==> src/rtl/id_ex_reg.sv <==
// id_ex_reg: decode-to-execute pipeline register with stall, flush,
// invalid-slot masking of state-changing controls, and a bubble counter.
// Ports:
//   clk, reset (async, active-high)
//   StallE, FlushE    : hazard-unit hold / bubble requests
//   ValidD, *D        : decoder controls and decode-stage datapath values
//   ValidE, *E        : registered copies presented to the execute stage
//   BubbleCnt         : saturating count of flushes since reset
module id_ex_reg #(
  parameter int XLEN = 32,
  parameter int CNTW = 16
) (
  input  logic            clk,
  input  logic            reset,
  input  logic            StallE,
  input  logic            FlushE,
  input  logic            ValidD,
  input  logic            RegWriteD,
  input  logic            MemWriteD,
  input  logic            BranchD,
  input  logic            JumpD,
  input  logic            ALUSrcD,
  input  logic            LoadD,
  input  logic            JarlD,
  input  logic            MemReadD,
  input  logic [1:0]      ResultSrcD,
  input  logic [2:0]      ALUControlD,
  input  logic [2:0]      Funct3D,
  input  logic [XLEN-1:0] RD1D,
  input  logic [XLEN-1:0] RD2D,
  input  logic [XLEN-1:0] PCD,
  input  logic [XLEN-1:0] ImmExtD,
  input  logic [XLEN-1:0] PCPlus4D,
  input  logic [4:0]      Rs1D,
  input  logic [4:0]      Rs2D,
  input  logic [4:0]      RdD,
  output logic            ValidE,
  output logic            RegWriteE,
  output logic            MemWriteE,
  output logic            BranchE,
  output logic            JumpE,
  output logic            ALUSrcE,
  output logic            LoadE,
  output logic            JarlE,
  output logic            MemReadE,
  output logic [1:0]      ResultSrcE,
  output logic [2:0]      ALUControlE,
  output logic [2:0]      Funct3E,
  output logic [XLEN-1:0] RD1E,
  output logic [XLEN-1:0] RD2E,
  output logic [XLEN-1:0] PCE,
  output logic [XLEN-1:0] ImmExtE,
  output logic [XLEN-1:0] PCPlus4E,
  output logic [4:0]      Rs1E,
  output logic [4:0]      Rs2E,
  output logic [4:0]      RdE,
  output logic [CNTW-1:0] BubbleCnt
);

  typedef struct packed {
    logic            valid;
    logic            regw;
    logic            memw;
    logic            br;
    logic            jmp;
    logic            alusrc;
    logic            load;
    logic            jarl;
    logic            memrd;
    logic [1:0]      rsrc;
    logic [2:0]      aluc;
    logic [2:0]      f3;
    logic [XLEN-1:0] rd1;
    logic [XLEN-1:0] rd2;
    logic [XLEN-1:0] pc;
    logic [XLEN-1:0] imm;
    logic [XLEN-1:0] pcp4;
    logic [4:0]      rs1;
    logic [4:0]      rs2;
    logic [4:0]      rd;
  } ent_t;

  ent_t            w_d;
  ent_t            r_q;
  logic [CNTW-1:0] r_cnt;

  // An invalid slot may carry x controls from a partial decode; mask
  // every bit that can change architectural state.
  always_comb begin
    w_d        = '0;
    w_d.valid  = ValidD;
    w_d.regw   = RegWriteD & ValidD;
    w_d.memw   = MemWriteD & ValidD;
    w_d.br     = BranchD & ValidD;
    w_d.jmp    = JumpD & ValidD;
    w_d.alusrc = ALUSrcD;
    w_d.load   = LoadD;
    w_d.jarl   = JarlD & ValidD;
    w_d.memrd  = MemReadD & ValidD;
    w_d.rsrc   = ResultSrcD;
    w_d.aluc   = ALUControlD;
    w_d.f3     = Funct3D;
    w_d.rd1    = RD1D;
    w_d.rd2    = RD2D;
    w_d.pc     = PCD;
    w_d.imm    = ImmExtD;
    w_d.pcp4   = PCPlus4D;
    w_d.rs1    = Rs1D;
    w_d.rs2    = Rs2D;
    w_d.rd     = RdD;
  end

  always_ff @(posedge clk or posedge reset) begin
    if (reset) begin
      r_q <= '0;
    end else if (FlushE) begin
      r_q <= '0;
    end else if (!StallE) begin
      r_q <= w_d;
    end
  end

  // Counts every flush edge, stalled or not, and sticks at all-ones.
  always_ff @(posedge clk or posedge reset) begin
    if (reset) begin
      r_cnt <= '0;
    end else if (FlushE && (r_cnt != {CNTW{1'b1}})) begin
      r_cnt <= r_cnt + {{(CNTW-1){1'b0}}, 1'b1};
    end
  end

  assign ValidE      = r_q.valid;
  assign RegWriteE   = r_q.regw;
  assign MemWriteE   = r_q.memw;
  assign BranchE     = r_q.br;
  assign JumpE       = r_q.jmp;
  assign ALUSrcE     = r_q.alusrc;
  assign LoadE       = r_q.load;
  assign JarlE       = r_q.jarl;
  assign MemReadE    = r_q.memrd;
  assign ResultSrcE  = r_q.rsrc;
  assign ALUControlE = r_q.aluc;
  assign Funct3E     = r_q.f3;
  assign RD1E        = r_q.rd1;
  assign RD2E        = r_q.rd2;
  assign PCE         = r_q.pc;
  assign ImmExtE     = r_q.imm;
  assign PCPlus4E    = r_q.pcp4;
  assign Rs1E        = r_q.rs1;
  assign Rs2E        = r_q.rs2;
  assign RdE         = r_q.rd;
  assign BubbleCnt   = r_cnt;

endmodule

==> config.mk <==
export PLATFORM = sky130hd
export DESIGN_NAME = id_ex_reg
export DESIGN_NICKNAME = d
export VERILOG_FILES = /design/src/rtl/id_ex_reg.sv
export SDC_FILE = /design/constraint.sdc
export NUM_CORES = 1
export LEC_CHECK = 0
export ABC_AREA = 1
export CAP_MARGIN = 30
export CORE_AREA = 2 2 159 161
export DETAILED_ROUTE_END_ITERATION = 16
export DIE_AREA = 0 0 161 163
export PLACE_DENSITY = 0.7
export SLEW_MARGIN = 5
export SYNTH_ARGS = -nofsm -noshare
export SYNTH_HDL_FRONTEND = slang
export SYNTH_SLANG_ARGS = --single-unit
==> constraint.sdc <==
create_clock -name clk -period 18 [get_ports clk]
set_input_delay 1.8 -clock clk [delete_from_list [all_inputs] [get_ports clk]]
set_output_delay 1.8 -clock clk [all_outputs]
set_load 0.02 [all_outputs]
# Word level (Yosys, flattened, before mapping)
# Cells that the tools add are included.
# op_classes
bitwise_logic	6
reduce_logical	1
muxes	2
eq_ne	2
add_sub_neg	1
# ops
op	n
$mux W192	2
$add A16 B1 Y16 const B	1
$ne A16 B16 Y1 const B	1
$and A1 B1 Y1	6
$ne A2 B1 Y1 const B	1
$logic_and A1 B1 Y1	1
# totals
in_bits	196
register_bits	208

# Logic depth before layout (Yosys ltp)
# Gate-level depths: netlist of run 1.
# logic_depth
word_depth	3
depth_mapped	9
depth_no_buf	9

# Worst setup path before layout of run 1
# OpenSTA, ideal clock, no wires.
# synth_path
path_type	input to register
from	in FlushE
to	reg r_cnt[15] (netlist: BubbleCnt[15])
n_path_buf	0
arrival_time_ns	2.386
path_stages	7
slack_ns	15.497
t_required_ns	17.883
setup_time_ns	0.117
cell_sequence	nand2_1 > nor2_2 > nand2_1 > nor2_2 > nand3_1 > nand2_1 > nand2_1
# synth_between
elab_chain_cells	1
# synth_rtl
element	line	source
start: declaration	16	input logic FlushE,
$logic_and A1 B1 Y1	127	end else if (FlushE && (r_cnt != {CNTW{1'b1}})) begin
end signal: assignment	128	r_cnt <= r_cnt + {{(CNTW-1){1'b0}}, 1'b1};
end: declaration	85	logic [CNTW-1:0] r_cnt;
# Every way passes these cells.
# A chain may end at the register's enable or synchronous reset.

# Worst setup path after layout of run 1
# layout_path
from	in FlushE
to	reg r_cnt[11] (netlist: BubbleCnt[11])
# The elaborated chain is that of the path after synthesis.

==> results of run 1 <==
## Yosys cell counts
cell	instances	area share, %
buf_1	6	0.26
buf_2	51	3.0
buf_6	1	0.13
clkbuf_1	6	0.26
clkinv_2	1	0.059
dfrtp_1	208	61
ha_1	1	0.15
inv_1	15	0.66
inv_2	1	0.044
nand2_1	438	19
nand2_2	2	0.15
nand2_4	2	0.26
nand3_1	204	12
nand3_2	1	0.12
nand3b_1	2	0.18
nand4_1	6	0.44
nor2_1	15	0.66
nor2_2	4	0.29
nor2_4	1	0.13
nor3_1	1	0.059
o21ai_0	2	0.12
o21ai_2	5	0.51
xnor2_1	3	0.31
xor2_1	1	0.10
## per-stage QoR
stage / area, um^2 / instances / utilization (%) / hold WS (ns) / setup slack [ns]
CTS: 13490 / 1694 / 54.66 / 0.5063 / 13.89
finish: 13540 / 1696 / 54.88 / 0.5024 / 13.91
detailed placement: 12760 / 1652 / 51.70 / 0.4917 / 13.33
floorplan: 8543 / 977 / - / 0.6099 / 10.52
global placement: 12740 / 1651 / 51.62 / 0.4875 / 13.41
global route: 13540 / 1696 / 54.88 / 0.5208 / 13.72
## area by class of cell
cell class / count / area (um^2)
Sequential cell: 208 / 5205
Fill cell: 2233 / 11130
Tap cell: 330 / 412.9
Inverter: 17 / 76.32
Timing Repair Buffer: 411 / 4148
Clock inverter: 6 / 32.53
Clock buffer: 36 / 696.9
Multi-Input combinational cell: 688 / 2969
## cell families after synthesis
group	synth area share (%)
and+or+nand+nor	33.48
DFF	60.93
buffers and inverters	4.408
AOI/OAI and AO/OA	0.6297
xor gates and xnor gates	0.4102
adders and majority gates	0.1464
## power groups by stage
stage | combinational, mW | sequential, mW | clock (mW)
global placement | 0.217 | 0.528 | 0
detailed placement | 0.220 | 0.528 | 0
global route | 0.235 | 0.525 | 0.486
finish | 0.219 | 0.521 | 0.454
floorplan | 0.0605 | 0.562 | 0
CTS | 0.220 | 0.521 | 0.467
## routing by layer
metal / vias up / wire length [um] / track usage, %
li1: 3863 / - / -
met1: 3768 / 10910 / 24.78
met2: 338 / 12860 / 32.44
met3: 48 / 2486 / 5.959
met4: 0 / 701 / 6.047
met5: - / 0 / 0
## registers in the layout (all words and copies together), names as in the netlist, 3 cells and up
| name | cells |
|---|---|
| PCE | 32 |
| Rs1E | 5 |
| Rs2E | 5 |
| ALUControlE | 3 |
| Funct3E | 3 |
| BubbleCnt | 16 |
| ImmExtE | 32 |
| RD2E | 32 |
| RD1E | 32 |
| RdE | 5 |
| PCPlus4E | 32 |
## how the worst max path moves through the flow
stage           start             end
2_1_floorplan   reset  ALUControlE[0]
3_3_place_gp   FlushE   BubbleCnt[11]
3_5_place_dp   FlushE   BubbleCnt[11]
4_1_cts        FlushE   BubbleCnt[11]
5_1_grt        FlushE    BubbleCnt[9]
6_report       FlushE   BubbleCnt[11]
## worst reg2reg max path: cells and delay by family (launching register included)
family | cells | cell delay (ns)
fa+ha+maj | 1 | 0.30
buf+inv | 1 | 0.05
flops | 1 | 0.49
compound gates | 1 | 0.08
simple gates | 5 | 0.86
==> run_results.csv, run 1 <==
group,metric,value,unit
run_status,status,"finished clean",
power,power.total,1.194,mW
power,seqPwrFrac,43.7,%
clocking,clockRootBuffer,"clkbuf_16",
route,drc_errors,0,
route,avgViaCountPerCell,4.727,
floorplan,die_area,26240,um^2
synthesis,yosys_warnings,0,
floorplan,io_pins,404,
route,firstDrtPassIters,5,
power,p_int,0.8701,mW
timing,fin_crit_sh,22.72,%
hold_path,min_path_cells,2,
route,dr_total_vias,8017,
clocking,insertion_delay,0.51,ns
place,port_buffers,403,
synthesis,synth_area,8543,um^2
final_layout,nNetsFinal,1547,
clocking,ctsResizeCount,0,
final_layout,syn_to_final_growth,58.49,%
synthesis,yosysSeqAreaShare,60.93,%
floorplan,die_w,161,um
critical_path,required,18.38,ns
clocking,htreeDepth,1,
critical_path,crit_fanout,110,
clocking,clockBufferDepth,3,
clocking,post-cts-setup-buffers,0,
global_routing,antenna_found_initial,0,
place,routabilityCongestion,0.8077,
power,switching_share,27.12,%
synthesis,synthCells,977,
critical_path,r2r_slack,16.16,ns
route,finalWirelength,26960,um
floorplan,coreArea,24670,um^2
clocking,numCtsBuffers,24,
critical_path,r2r-end,"BubbleCnt[11]",
route,ant_nets,0,
final_layout,most-common-layout-cells,"nand2_1, clkdlybuf4s50_1, dfrtp_1",
place,dpl.hpwl,17960,um
power,p_per_area,88.17,nW/um^2
global_routing,grt_max_degree,136,
timing,fmax,244.5,MHz
final_layout,final_common_cell,"nand2_1",
clocking,clk_transition_reported_paths,0.06,ns
hold_path,min_from,"RD2E[6]",
timing,skew,0.004772,ns
power,power_frac_clock,38.0,%
clocking,hold_buffers,0,
critical_path,cp-start-kind,"input pin",
critical_path,reg2reg_depth,8,
floorplan,die_h,163,um
timing,setup_tns,0,ns
clocking,clock-sinks,208,
job,drv_cap,0,
final_layout,drive_above_1_share,4.539,%
timing,fin_crit,4.090,ns
synthesis,syn_area_per_cell,8.744,um^2
clocking,cts_tree,"done",
critical_path,crit_cells,6,
timing,relSlewSlack,37.94,%
power,switching_power,0.3238,mW
floorplan,initial_core_util,34.62,%
synthesis,yosys.cell_types.count,24,
critical_path,critical_path.top_delay_family,"buffers and inverters",
timing,hold_viol_final,0,
final_layout,antennaDiodeCount,0,
timing,rsz0062_at_grt,"false",
power,total_leakage_power,6.542,nW
global_routing,grt_pass1_vias,7900,
timing,drv_slew,0,
critical_path,crit_arrival,4.47,ns
critical_path,rr_startpoint,"BubbleCnt[0]",
synthesis,ys_seq_elements,208,
power,combPwrFrac,18.3,%
global_routing,grt_pass1_wl,42010,um
global_routing,grt_remaining_overflow,0,
timing,tightest_slew,0.9308,ns
route,drt_iter0_drc,491,
critical_path,crit_path_cell_trace,"clkdlybuf4s50_1 > inv_6 > buf_4 > nor2_2 > nand2_1 > o21ai_2",
critical_path,endpoint_kind,"flop",
critical_path,path_class,"in -> reg",
hold_path,hp-class,"reg -> reg",
power,peakVddDrop,0.04803,mV
synthesis,synth_nets,1174,
hold_path,hold_end,"RD2E[6]",
route,wire_per_inst,15.89,um
timing,setup_viol,0,
critical_path,cpPeakStageDelay,0.84,ns
global_routing,track_usage,19.60,%
critical_path,crit_slowest_cell,"buf_4",
critical_path,cp.buffers_inverters,3,
floorplan,row_count,58,
Note: power is estimated with default switching activity, not from simulation.
==> run 2, diff against run 1 <==
CORE_AREA = 2 2 155 157   (was 2 2 159 161)
DIE_AREA = 0 0 157 159   (was 0 0 161 163)
PLACE_DENSITY = 0.76   (was 0.7)
clock period = 3.7 ns   (was 18 ns; I/O delays follow)
==> run_results.csv, run 2 (synthesis gave the netlist of run 1 again) <==
group,metric,value,unit
clocking,clockBufferDepth,3,
clocking,cts_tree,"done",
floorplan,coreArea,23190,um^2
critical_path,endpoint_kind,"output pin",
global_routing,antenna_found_initial,0,
critical_path,critical_path.top_delay_family,"buffers and inverters",
run_status,status,"finished clean",
timing,setup_viol,0,
critical_path,cpPeakStageDelay,0.67,ns
floorplan,die_w,157,um
final_layout,final_common_cell,"nand2_1",
global_routing,grt_max_degree,94,
critical_path,crit_fanout,9,
floorplan,die_area,24960,um^2
clocking,post-cts-setup-buffers,0,
critical_path,cp.buffers_inverters,1,
hold_path,hp-class,"in -> async",
route,drc_errors,0,
timing,fin_crit_sh,55.97,%
power,total_leakage_power,6.598,nW
place,port_buffers,403,
timing,relSlewSlack,51.47,%
floorplan,die_h,159,um
floorplan,row_count,56,
power,p_per_area,438.9,nW/um^2
critical_path,path_class,"reg -> out",
clocking,hold_buffers,0,
final_layout,syn_to_final_growth,59.68,%
floorplan,io_pins,404,
global_routing,grt_remaining_overflow,0,
final_layout,drive_above_1_share,5.179,%
timing,setup_ws,1.629,ns
clocking,numCtsBuffers,23,
final_layout,nNetsFinal,1553,
final_layout,stdcell_area,13640,um^2
place,dpl-instance-area,12860,um^2
clocking,clk_transition_reported_paths,0.06,ns
critical_path,cp-start-kind,"flop",
timing,skew,0.004193,ns
power,peakVddDrop,0.2607,mV
route,ant_nets,0,
clocking,ctsResizeCount,0,
route,wire_per_inst,16.06,um
job,drv_cap,0,
route,avgViaCountPerCell,4.828,
place,dpl.hpwl,18810,um
timing,fmax,482.9,MHz
global_routing,grt_pass1_wl,42390,um
critical_path,crit_cells,1,
clocking,insertion_delay,0.50,ns
floorplan,initial_core_util,36.84,%
final_layout,antennaDiodeCount,0,
timing,fin_crit,2.071,ns
critical_path,reg2reg_depth,8,
global_routing,grt_pass1_vias,8030,
critical_path,crit_slowest_cell,"clkdlybuf4s50_1",
timing,setup_tns,0,ns
timing,tightest_slew,0.7262,ns
clocking,clockRootBuffer,"clkbuf_16",
timing,hold_viol_final,0,
critical_path,crit_path_cell_trace,"clkdlybuf4s50_1",
place,routabilityCongestion,0.8261,
final_layout,most-common-layout-cells,"nand2_1, clkdlybuf4s50_1, dfrtp_1",
timing,rsz0062_at_grt,"false",
global_routing,track_usage,21.03,%
route,finalWirelength,27140,um
critical_path,crit_arrival,1.70,ns
place,post-place-ws,1.297,ns
route,drt_iter0_drc,455,
power,power.total,5.988,mW
route,firstDrtPassIters,5,
route,dr_total_vias,8159,
clocking,htreeDepth,1,
timing,whs,0.2638,ns
timing,drv_slew,0,
critical_path,required,3.33,ns
clocking,clock-sinks,208,
[run 2: power by group]
| group | internal [mW] | switching [mW] |
|---|---|---|
| logic | 0.524 | 0.547 |
| clock network | 1.47 | 0.916 |
| registers | 2.42 | 0.115 |
| total | 4.41 | 1.58 |
[run 2: worst paths after layout]
check	end	from	slack [ns]
max in group asynchronous	RD2E[27]	reset	2.56
min reg2reg	RD1E[6]	RD1E[6]	0.51
min in group clk	PCPlus4E[11]	PCPlus4D[11]	0.40
max	BubbleCnt[0]	BubbleCnt[0]	1.63
min	BubbleCnt[5]	reset	0.26
max reg2reg	BubbleCnt[11]	BubbleCnt[0]	1.82
[run 2: final cells by class]
class,instances,area (um^2)
clock buffer,33,673.1
tap,319,399.1
sequential,208,5205
timing repair buffer,418,4210
fill,1963,9550
clock inverter,7,112.6
inverter,17,72.57
multi-input combinational,688,2969
[run 2: per-stage QoR]
stage | utilization, % | std cells
after floorplan | - | 977
after global placement | 55.43 | 1650
after detailed placement | 55.43 | 1650
after CTS | 58.82 | 1690
after global routing | 58.82 | 1690
final | 58.82 | 1690
[run 2: routing by layer]
metal | global-route usage [%] | wire, um | vias to the layer above
met1 | 25.01 | 10410 | 3857
met3 | 6.560 | 2563 | 75
li1 | - | - | 3880
met4 | 9.174 | 1167 | 0
met5 | 0 | 0 | -
met2 | 34.97 | 13000 | 347
